--- src/rtl/wb_stage_pkg.sv ---
// Shared definitions for the writeback stage: opcodes, special registers,
// status codes and the write-request record.
package wb_stage_pkg;

    localparam logic [4:0] OP_ALU  = 5'b00000;
    localparam logic [4:0] OP_ADDI = 5'b00101;
    localparam logic [4:0] OP_LW   = 5'b01000;
    localparam logic [4:0] OP_JAL  = 5'b00011;
    localparam logic [4:0] OP_SETX = 5'b10101;

    localparam logic [4:0] RSTATUS = 5'd30;
    localparam logic [4:0] RA      = 5'd31;

    localparam logic [31:0] STATUS_ALU  = 32'd1;
    localparam logic [31:0] STATUS_ADDI = 32'd2;
    localparam logic [31:0] STATUS_MULT = 32'd4;
    localparam logic [31:0] STATUS_DIV  = 32'd5;

    typedef enum logic {
        BUF_EMPTY,
        BUF_FULL
    } buf_state_t;

    typedef struct packed {
        logic        req;
        logic [4:0]  dest;
        logic [31:0] data;
    } wr_req_t;

endpackage

--- src/rtl/wb_stage_decode.sv ---
// Combinational decode of the memory/writeback latch into a register-file
// write request, including the overflow-to-status rewrite.
module wb_decode
    import wb_stage_pkg::*;
(
    input  logic [4:0]  opcode,
    input  logic [4:0]  rd,
    input  logic [31:0] data,
    input  logic [31:0] alu,
    input  logic [31:0] target,
    input  logic        overflow,
    output wr_req_t     req
);

    always_comb begin
        req = '0;
        unique case (opcode)
            OP_ALU: begin
                req.req  = 1'b1;
                req.dest = overflow ? RSTATUS : rd;
                req.data = overflow ? STATUS_ALU : alu;
            end
            OP_ADDI: begin
                req.req  = 1'b1;
                req.dest = overflow ? RSTATUS : rd;
                req.data = overflow ? STATUS_ADDI : alu;
            end
            OP_LW: begin
                req.req  = 1'b1;
                req.dest = rd;
                req.data = data;
            end
            OP_JAL: begin
                req.req  = 1'b1;
                req.dest = RA;
                req.data = target;
            end
            OP_SETX: begin
                req.req  = 1'b1;
                req.dest = RSTATUS;
                req.data = target;
            end
            default: req = '0;
        endcase
    end

endmodule

--- src/rtl/wb_stage.sv ---
// Writeback stage: pipeline writes take the register-file port unconditionally;
// multdiv results wait in a one-entry buffer and drain in idle cycles.
module wb_stage
    import wb_stage_pkg::*;
(
    input  logic        clock,
    input  logic        reset,
    input  logic [4:0]  mw_opcode,
    input  logic [4:0]  mw_rd,
    input  logic [31:0] mw_data,
    input  logic [31:0] mw_alu,
    input  logic [31:0] mw_target,
    input  logic        mw_overflow,
    input  logic        md_valid,
    output logic        md_ready,
    input  logic [31:0] md_result,
    input  logic [4:0]  md_rd,
    input  logic        md_exception,
    input  logic        md_is_div,
    output logic        rf_we,
    output logic [4:0]  rf_waddr,
    output logic [31:0] rf_wdata,
    output logic        pend_valid,
    output logic [4:0]  pend_rd
);

    wr_req_t    pipe_req;
    logic       pipe_we;
    logic       drain;
    logic       accept;
    logic [4:0] acc_rd;
    logic [31:0] acc_data;

    buf_state_t  state, state_next;
    logic [4:0]  buf_rd, buf_rd_next;
    logic [31:0] buf_data, buf_data_next;

    wb_decode u_decode (
        .opcode   (mw_opcode),
        .rd       (mw_rd),
        .data     (mw_data),
        .alu      (mw_alu),
        .target   (mw_target),
        .overflow (mw_overflow),
        .req      (pipe_req)
    );

    // A request to r0 is dropped, so it neither writes nor blocks the buffer.
    assign pipe_we = pipe_req.req && (pipe_req.dest != '0);

    always_comb begin
        drain    = (state == BUF_FULL) && !pipe_we;
        md_ready = (state == BUF_EMPTY) || drain;
        accept   = md_valid && md_ready;
        acc_rd   = md_exception ? RSTATUS : md_rd;
        acc_data = md_exception ? (md_is_div ? STATUS_DIV : STATUS_MULT) : md_result;

        state_next    = state;
        buf_rd_next   = buf_rd;
        buf_data_next = buf_data;
        if (drain) begin
            state_next    = BUF_EMPTY;
            buf_rd_next   = '0;
            buf_data_next = '0;
        end
        // Exceptions always target RSTATUS, so rd 0 here means a plain r0 result.
        if (accept && (acc_rd != '0)) begin
            state_next    = BUF_FULL;
            buf_rd_next   = acc_rd;
            buf_data_next = acc_data;
        end
    end

    always_ff @(posedge clock or negedge reset) begin
        if (!reset) begin
            state    <= BUF_EMPTY;
            buf_rd   <= '0;
            buf_data <= '0;
        end else begin
            state    <= state_next;
            buf_rd   <= buf_rd_next;
            buf_data <= buf_data_next;
        end
    end

    always_comb begin
        rf_we    = 1'b0;
        rf_waddr = '0;
        rf_wdata = '0;
        if (pipe_we) begin
            rf_we    = 1'b1;
            rf_waddr = pipe_req.dest;
            rf_wdata = pipe_req.data;
        end else if (drain) begin
            rf_we    = 1'b1;
            rf_waddr = buf_rd;
            rf_wdata = buf_data;
        end
        pend_valid = (state == BUF_FULL);
        pend_rd    = buf_rd;
    end

endmodule

--- config.mk ---
export PLATFORM = sky130hd
export DESIGN_NAME = wb_stage
export DESIGN_NICKNAME = d
export VERILOG_FILES = /design/src/rtl/wb_stage_pkg.sv /design/src/rtl/wb_stage_decode.sv /design/src/rtl/wb_stage.sv
export SDC_FILE = /design/constraint.sdc
export NUM_CORES = 1
export LEC_CHECK = 0
export CORE_MARGIN = 2
export CORE_UTILIZATION = 30
export CTS_CLUSTER_SIZE = 8
export DETAILED_ROUTE_END_ITERATION = 12
export GPL_TIMING_DRIVEN = 0
export PLACE_DENSITY = 0.69
export SLEW_MARGIN = 20
export SYNTH_ARGS = -nofsm -noshare
export SYNTH_HDL_FRONTEND = slang
export SYNTH_SLANG_ARGS = --single-unit
--- constraint.sdc ---
create_clock -name clock -period 4.8 [get_ports clock]
set_clock_uncertainty 0.15 [all_clocks]
set_input_delay 1.44 -clock clock [delete_from_list [all_inputs] [get_ports clock]]
set_output_delay 1.44 -clock clock [all_outputs]
set_load 0.05 [all_outputs]
==> results of run 1 <==
## through the flow
stage	setup WS, ns	std cells	util [%]	total power [mW]
4_1_cts	-0.138	643	62.5	1.18
6_report	-0.0611	647	63.1	1.18
3_5_place_dp	-1.69	630	57.9	0.916
3_3_place_gp	-1.67	629	57.6	0.906
5_1_grt	-0.117	647	63.1	1.22
2_1_floorplan	-0.240	308	-	0.680
## routing by layer
metal / share of wire (%) / vias to the layer above
met5: 0 / -
met4: 0.86 / 0
met3: 7.3 / 8
met2: 52 / 166
met1: 39 / 1694
li1: - / 1651
## path summary, 6_finish.rpt
check,start,end
min,buf_data[11],buf_data[11]
max,mw_rd[2],rf_wdata[30]
min reg2reg,buf_data[11],buf_data[11]
max in group asynchronous,reset,buf_data[23]
max reg2reg,pend_valid,buf_data[23]
min in group asynchronous,reset,buf_data[6]
## state kept, by name (all words and copies together), names as in the netlist
signal,cells
buf_data,32
pend_rd,5
pend_valid,1
## layout make-up
cell class	count	share of cell area [%]
multi-input combinational	232	38.2
tap	129	2.74
timing repair buffer	206	36.8
clock buffer	6	1.40
inverter	2	0.128
buffer	34	4.66
sequential	38	16.2
## worst reg2reg max path: stages (launching register included)
cell	delay, ns
sky130_fd_sc_hd__dfrtp_1	0.36
sky130_fd_sc_hd__clkbuf_1	0.29
sky130_fd_sc_hd__nand2_1	0.12
sky130_fd_sc_hd__o32a_1	0.30
sky130_fd_sc_hd__buf_4	0.18
sky130_fd_sc_hd__buf_6	0.15
sky130_fd_sc_hd__a32o_1	0.20
## kinds of logic (layout without fill, tap and decap cells)
logic type      count (synthesis)  after routing  synth area share (%)
mux                            35             35                  12.1
compound gates                 89             89                  29.0
flops                          38             38                  32.7
xor+xnor                        1              1                 0.302
simple gates                  107            107                  19.2
buf+inv                        38            248                  6.76
## cells in the final DEF (no fill, tap or decap), drive strengths merged, types with 3 or more instances in the layout
cell type        n
dfrtp           38
clkdlybuf4s15    3
or4              4
clkbuf          30
mux2i           35
buf             70
nor2            15
a32o            31
o221ai           5
nand2           40
a221oi           3
a222oi          30
and3b            4
a22o             4
clkdlybuf4s50  142
o21ai            6
nand2b           3
nor2b           34
## report_power, final
part           leakage (nW)  internal, mW  switching, mW
Clock                0.0431         0.111          0.109
Combinational          1.76         0.298          0.290
Sequential            0.492         0.351         0.0194
Total                  2.30         0.760          0.419
## what timing repair did
action | 4_1_cts | 5_1_grt
endpoints found under the setup margin | 39 | 39
hold endpoints to repair | 0 | 0
pin swaps | 12 | 7
gates resized for setup | 354 | 11
gates cloned | 2 | 1
buffers inserted | 7 | 5
==> flow_summary.toml, run 1 <==
[run_status]
outcome = "finished, violations left"
failed_checks = "setup timing"

[global_route]
pin_count_of_the_biggest_net_entering_global_routing = 21
global_route.peak_usage_layer = "met2"
grt_first_pass_wirelength_mm = 17.9
antenna_violations_before_repair = 0
gr-total-overflow = 0
grtUsageMet1_pct = 27.5
first_global_vias = 3571
grt.met2_usage_pct = 40.5
use_met3_pct = 4.04
grt.total_usage_pct = 22.1

[placed_design]
place_area_um2 = 5400
gp_congestion = 0.765
port-buffer-count = 192
half_perimeter_wire_length_after_detailed_placement_mm = 9.31

[worst_setup_path]
crit_path_end_kind = "primary output"
path_buf_inv = 4
reg2regPathDepth = 6
worstPathRequired_ns = 3.21
ff2ff_setup_slack_ns = 2.95
path_common_cell = "sky130_fd_sc_hd__buf_6"
path_cells = "buf_6, or4_4, o21ba_4, nor3_4, buf_6, buf_16, mux2i_4, buf_6"
worst_ep_arrival_time_ns = 3.27
timing.setup.critical_path_class = "in2out"
timing.critical_path.depth = 8
setup.worst_path.start_class = "input port"
critical-path-top-delay-family = "simple AND/OR/NAND/NOR gates"
worst_path_max_delay_cell = "sky130_fd_sc_hd__or4_4"
timing.critical_path.fanout_max = 5
critical-path-max-stage-delay_ns = 0.52

[die]
top_ports = 194
die_w_um = 102
initial_utilization_pct = 31.1
num_rows = 35
placeableCoreArea_um2 = 9330
dieHeight_um = 102
floorplan.die_area_um2 = 10500

[detailed_routing]
drt-pass1-iter-count = 7
detail_route.vias_per_cell = 5.44
num_vias = 3519
drt-initial-drc-count = 173
drc = 0
drt-wirelength-per-cell_um = 18.7
final_antenna_net_count = 0
totalWireLength_mm = 12.1

[finish]
area_growth_syn_to_layout_pct = 102
filler_cell_count = 794
drive_gt1_share_pct = 27.0
final_cell_area_um2 = 5880
multiInputGateArea_um2 = 2240
reg_area_um2 = 951
n_antenna_cell = 0
fin_nets = 668

[logic_synthesis]
synth_fp_nets = 457
synth_flop_cell = "sky130_fd_sc_hd__dfrtp_1"
synth_async_sr_flop_share_pct = 100
synth_top_area_share_pct = 32.7
syn-cell-area_um2 = 2910
yosys_register_bits = 38
most_frequent_cell_after_synthesis = "sky130_fd_sc_hd__nand2_1"
yosys_warnings = 0
synth_top_cells_by_count = "sky130_fd_sc_hd__nand2_1 (40), sky130_fd_sc_hd__dfrtp_1 (38), sky130_fd_sc_hd__mux2i_1 (35)"
number_of_instances_in_the_synthesized_netlist = 308
post-synth-top-area-cell = "sky130_fd_sc_hd__dfrtp_1"
ys_types = 37
seq_area_frac_synth_pct = 32.7
synth.avg_cell_area_um2 = 9.43
synth-edff-count = 0
post_synth_main_area_contributors = "sky130_fd_sc_hd__dfrtp_1 (33%), sky130_fd_sc_hd__mux2i_1 (12%), sky130_fd_sc_hd__a32o_1 (11%), sky130_fd_sc_hd__a222oi_1 (10%), sky130_fd_sc_hd__nor2b_1 (7.3%)"

[sta]
period_needed_ns = 4.86
worstMarginPinSlew_ns = 0.759
rsz0062_at_grt = "yes"
layout_worst_path_cycle_share_pct = 101
max_freq_mhz = 206
number_of_slew_limit_violations_in_the_final_report = 0
finalHoldViolCount = 0
holdWs_ns = 0.344
worst_slew_margin_rel_pct = 49.0
final.setup.tns_ns = -1.11
setup_viol = 25
finalWorstSetupSlack_ns = -0.0611

[worst_hold_path]
min-delay-path-class = "reg2reg"
min_delay_path_depth = 1

[clock_network]
clock_tree.buffer_depth = 2
clock_tree.root_cell = "sky130_fd_sc_hd__clkbuf_8"
cts_max_level = 2
cts_hold_buffers = 0
tritoncts = "yes"
clock_sinks = 38
worstSkewPairLatency_ns = 0.28
clkTransAtPathRegs_ns = 0.07
cts-buffers-inserted = 5

[job]
maxCapViolations = 0

[power]
cellLeakagePower_nw = 2.30
ir_worst_vdd_v = 0.000103
power_density_nw_per_um2 = 200
Note: power is estimated with default switching activity, not from simulation.
==> inputs of run 2 (changes only) <==
--- a/config.mk
+++ b/config.mk
@@ -7,7 +7,7 @@
 export LEC_CHECK = 0
 export CORE_MARGIN = 2
 export CORE_UTILIZATION = 30
-export CTS_CLUSTER_SIZE = 8
+export CTS_CLUSTER_SIZE = 28
 export DETAILED_ROUTE_END_ITERATION = 12
 export GPL_TIMING_DRIVEN = 0
 export PLACE_DENSITY = 0.69
==> results of run 2 <==
Same layout as run 1: the final DEF is identical, and so are final timing and power.
==> inputs of run 3 (changes only) <==
--- a/config.mk
+++ b/config.mk
@@ -5,7 +5,7 @@
 export SDC_FILE = /design/constraint.sdc
 export NUM_CORES = 1
 export LEC_CHECK = 0
-export CORE_MARGIN = 2
+export CORE_MARGIN = 10
 export CORE_UTILIZATION = 30
 export CTS_CLUSTER_SIZE = 28
 export DETAILED_ROUTE_END_ITERATION = 12
@@ -14,4 +14,5 @@
 export SLEW_MARGIN = 20
 export SYNTH_ARGS = -nofsm -noshare
 export SYNTH_HDL_FRONTEND = slang
+export SYNTH_HIERARCHICAL = 1
 export SYNTH_SLANG_ARGS = --single-unit
==> constraint.sdc (replaced) <==
create_clock -name clock -period 4.8 [get_ports clock]
set_clock_uncertainty 0.15 [all_clocks]
set_input_delay 1.2 -clock clock [delete_from_list [all_inputs] [get_ports clock]]
set_output_delay 1.2 -clock clock [all_outputs]
set_load 0.05 [all_outputs]
==> flow_summary.toml, run 3 <==
[clock_network]
cts_max_level = 2
worstSkewPairLatency_ns = 0.28
cts_hold_buffers = 0
clock_tree.buffer_depth = 2
clock_sinks = 38
tritoncts = "yes"
clkTransAtPathRegs_ns = 0.07
cts-buffers-inserted = 5
clock_tree.root_cell = "sky130_fd_sc_hd__clkbuf_8"

[logic_synthesis]
synth.avg_cell_area_um2 = 8.76
synth_fp_nets = 486
post_synth_main_area_contributors = "sky130_fd_sc_hd__dfrtp_1 (32%), sky130_fd_sc_hd__a221o_1 (11%), sky130_fd_sc_hd__a22o_1 (9.8%), sky130_fd_sc_hd__and4_1 (9.2%), sky130_fd_sc_hd__nand2_1 (9.2%)"
yosys_warnings = 6
seq_area_frac_synth_pct = 32.2
synth_top_area_share_pct = 32.2
number_of_instances_in_the_synthesized_netlist = 337
most_frequent_cell_after_synthesis = "sky130_fd_sc_hd__nand2_1"
ys_types = 41
syn-cell-area_um2 = 2950
synth_top_cells_by_count = "sky130_fd_sc_hd__nand2_1 (72), sky130_fd_sc_hd__dfrtp_1 (38), sky130_fd_sc_hd__o21ai_0 (36)"
synth_async_sr_flop_share_pct = 100
post-synth-top-area-cell = "sky130_fd_sc_hd__dfrtp_1"
synth-edff-count = 0
yosys_register_bits = 38
synth_flop_cell = "sky130_fd_sc_hd__dfrtp_1"

[global_route]
grt.total_usage_pct = 19.7
grt_first_pass_wirelength_mm = 22.5
antenna_violations_before_repair = 0
first_global_vias = 3792
pin_count_of_the_biggest_net_entering_global_routing = 21
gr-total-overflow = 0

[detailed_routing]
drt-wirelength-per-cell_um = 21.7
detail_route.vias_per_cell = 5.32
drt-pass1-iter-count = 6
final_antenna_net_count = 0
num_vias = 3604
drt-initial-drc-count = 308
drc = 0
totalWireLength_mm = 14.7

[job]
maxCapViolations = 0

[power]
ir_worst_vdd_v = 0.000183
design_power_total_mw = 1.11
cellLeakagePower_nw = 2.53
power_density_nw_per_um2 = 188

[worst_setup_path]
worstPathRequired_ns = 3.45
worst_ep_arrival_time_ns = 3.41
crit_path_end_kind = "primary output"
timing.critical_path.fanout_max = 6
setup.worst_path.start_class = "input port"
reg2regPathDepth = 4
timing.setup.critical_path_class = "in2out"

[finish]
largest_register = "buf_data"
layout.core_utilization_pct = 61.2
count_of_placed_standard_cells_in_the_final_layout_fillers_left_out = 678
drive_gt1_share_pct = 32.1
largest_register_ffs = 32
n_antenna_cell = 0
filler_cell_count = 839
final_cell_area_um2 = 5930
fin_nets = 693
area_growth_syn_to_layout_pct = 101
layout_common_cells = "sky130_fd_sc_hd__clkdlybuf4s50_1 (146), sky130_fd_sc_hd__nand2_1 (41), sky130_fd_sc_hd__dfrtp_1 (38)"
layout.cells.most_common = "sky130_fd_sc_hd__clkdlybuf4s50_1"

[worst_hold_path]
min_delay_path_depth = 1
min-delay-path-class = "reg2reg"

[placed_design]
half_perimeter_wire_length_after_detailed_placement_mm = 12.0
port-buffer-count = 189
place_area_um2 = 5400
dp.cells = 660
gp_congestion = 0.888

[sta]
finalHoldViolCount = 0
number_of_slew_limit_violations_in_the_final_report = 0
setup_viol = 0
worstMarginPinSlew_ns = 0.522
period_needed_ns = 4.76
worst_slew_margin_rel_pct = 65.1
rsz0062_at_grt = "yes"
max_freq_mhz = 210
layout_worst_path_cycle_share_pct = 99.2

[run_status]
outcome = "finished clean"

[die]
placeableCoreArea_um2 = 9680
initial_utilization_pct = 30.5
floorplan.die_area_um2 = 14200
die_w_um = 119
num_rows = 36
top_ports = 194
dieHeight_um = 119
run 3: changes by cell type after synthesis, moves of 5 or more:
cell                        previous run  this run
sky130_fd_sc_hd__a32o_1               31         0
sky130_fd_sc_hd__o2bb2ai_1             0         6
sky130_fd_sc_hd__a22o_1                4        33
sky130_fd_sc_hd__nand2_1              40        72
sky130_fd_sc_hd__and4_1                0        31
sky130_fd_sc_hd__o221ai_1              5         0
sky130_fd_sc_hd__mux2i_1              35         1
sky130_fd_sc_hd__nor2_1               15         8
sky130_fd_sc_hd__a222oi_1             30         0
sky130_fd_sc_hd__buf_6                 5        11
sky130_fd_sc_hd__o21ai_0               3        36
sky130_fd_sc_hd__nor2b_1              34         1
sky130_fd_sc_hd__a221o_1               0        33
run 3: final timing paths:
| path | slack, ns | startpoint | to |
|---|---|---|---|
| max | 0.04 | mw_opcode[2] | rf_wdata[23] |
| min | 0.34 | buf_data[0] | buf_data[0] |
| max reg2reg | 3.19 | pend_valid | pend_valid |
| min reg2reg | 0.34 | buf_data[0] | buf_data[0] |
| max in group asynchronous | 3.33 | reset | buf_data[21] |
| min in group asynchronous | 0.71 | reset | buf_data[4] |
run 3: cell type report:
cell class / instances / area (um2) / area share (%)
tap: 133 / 166 / 2.81
clock inverter: 3 / 40.0 / 0.676
buffer: 37 / 365 / 6.16
sequential: 38 / 951 / 16.0
multi-input combinational: 256 / 2260 / 38.2
inverter: 4 / 15.0 / 0.253
clock buffer: 5 / 68.8 / 1.16
timing repair buffer: 202 / 2060 / 34.7
run 3: cells by family (layout without fill, tap and decap cells):
group / after synthesis / after routing / share of synthesized area [%]
simple gates: 131 / 131 / 24.5
buf+inv: 43 / 251 / 8.73
xor+xnor: 1 / 1 / 0.297
flops: 38 / 38 / 32.2
compound gates: 122 / 122 / 33.4
mux: 2 / 2 / 0.848
run 3: critical path, cell delays in order:
cell,delay (ns)
sky130_fd_sc_hd__buf_12,0.11
sky130_fd_sc_hd__and3b_2,0.23
sky130_fd_sc_hd__o21ai_4,0.18
sky130_fd_sc_hd__buf_6,0.12
sky130_fd_sc_hd__o211ai_1,0.11
sky130_fd_sc_hd__or4_1,0.49
sky130_fd_sc_hd__o21a_1,0.21
sky130_fd_sc_hd__buf_6,0.14
sky130_fd_sc_hd__clkbuf_16,0.16
sky130_fd_sc_hd__clkbuf_16,0.17
sky130_fd_sc_hd__nand2_4,0.07
sky130_fd_sc_hd__o21ai_4,0.05
sky130_fd_sc_hd__buf_8,0.15
run 3: stage by stage:
step / setup WS, ns / hold slack (ns) / TNS, ns
floorplan: -0.0367 / 0.306 / -0.257
global placement: -1.55 / 0.330 / -52.60
detailed placement: -1.58 / 0.328 / -54.06
CTS: -0.0250 / 0.347 / -0.200
global route: -0.0640 / 0.369 / -0.853
finish: 0.0391 / 0.345 / 0
run 3: timing repair:
action,in CTS,in global routing
gates resized for setup,328,43
setup endpoints to repair,39,39
cloned,3,1
buffers inserted,6,2
pin swaps,14,8
run 3: layer usage:
| layer | global-route usage [%] | routed length, um |
|---|---|---|
| met1 | 24.8 | 6350 |
| met5 | 0 | 0 |
| met2 | 34.6 | 7460 |
| met3 | 3.68 | 770 |
| met4 | 3.66 | 138 |
run 3: power breakdown:
| part | switching, mW | total, mW | leakage [nW] | internal [mW] |
|---|---|---|---|---|
| clock network | 0.111 | 0.264 | 0.0579 | 0.153 |
| registers | 0.0161 | 0.360 | 0.497 | 0.344 |
| logic | 0.250 | 0.491 | 1.98 | 0.241 |
| total | 0.377 | 1.11 | 2.53 | 0.738 |
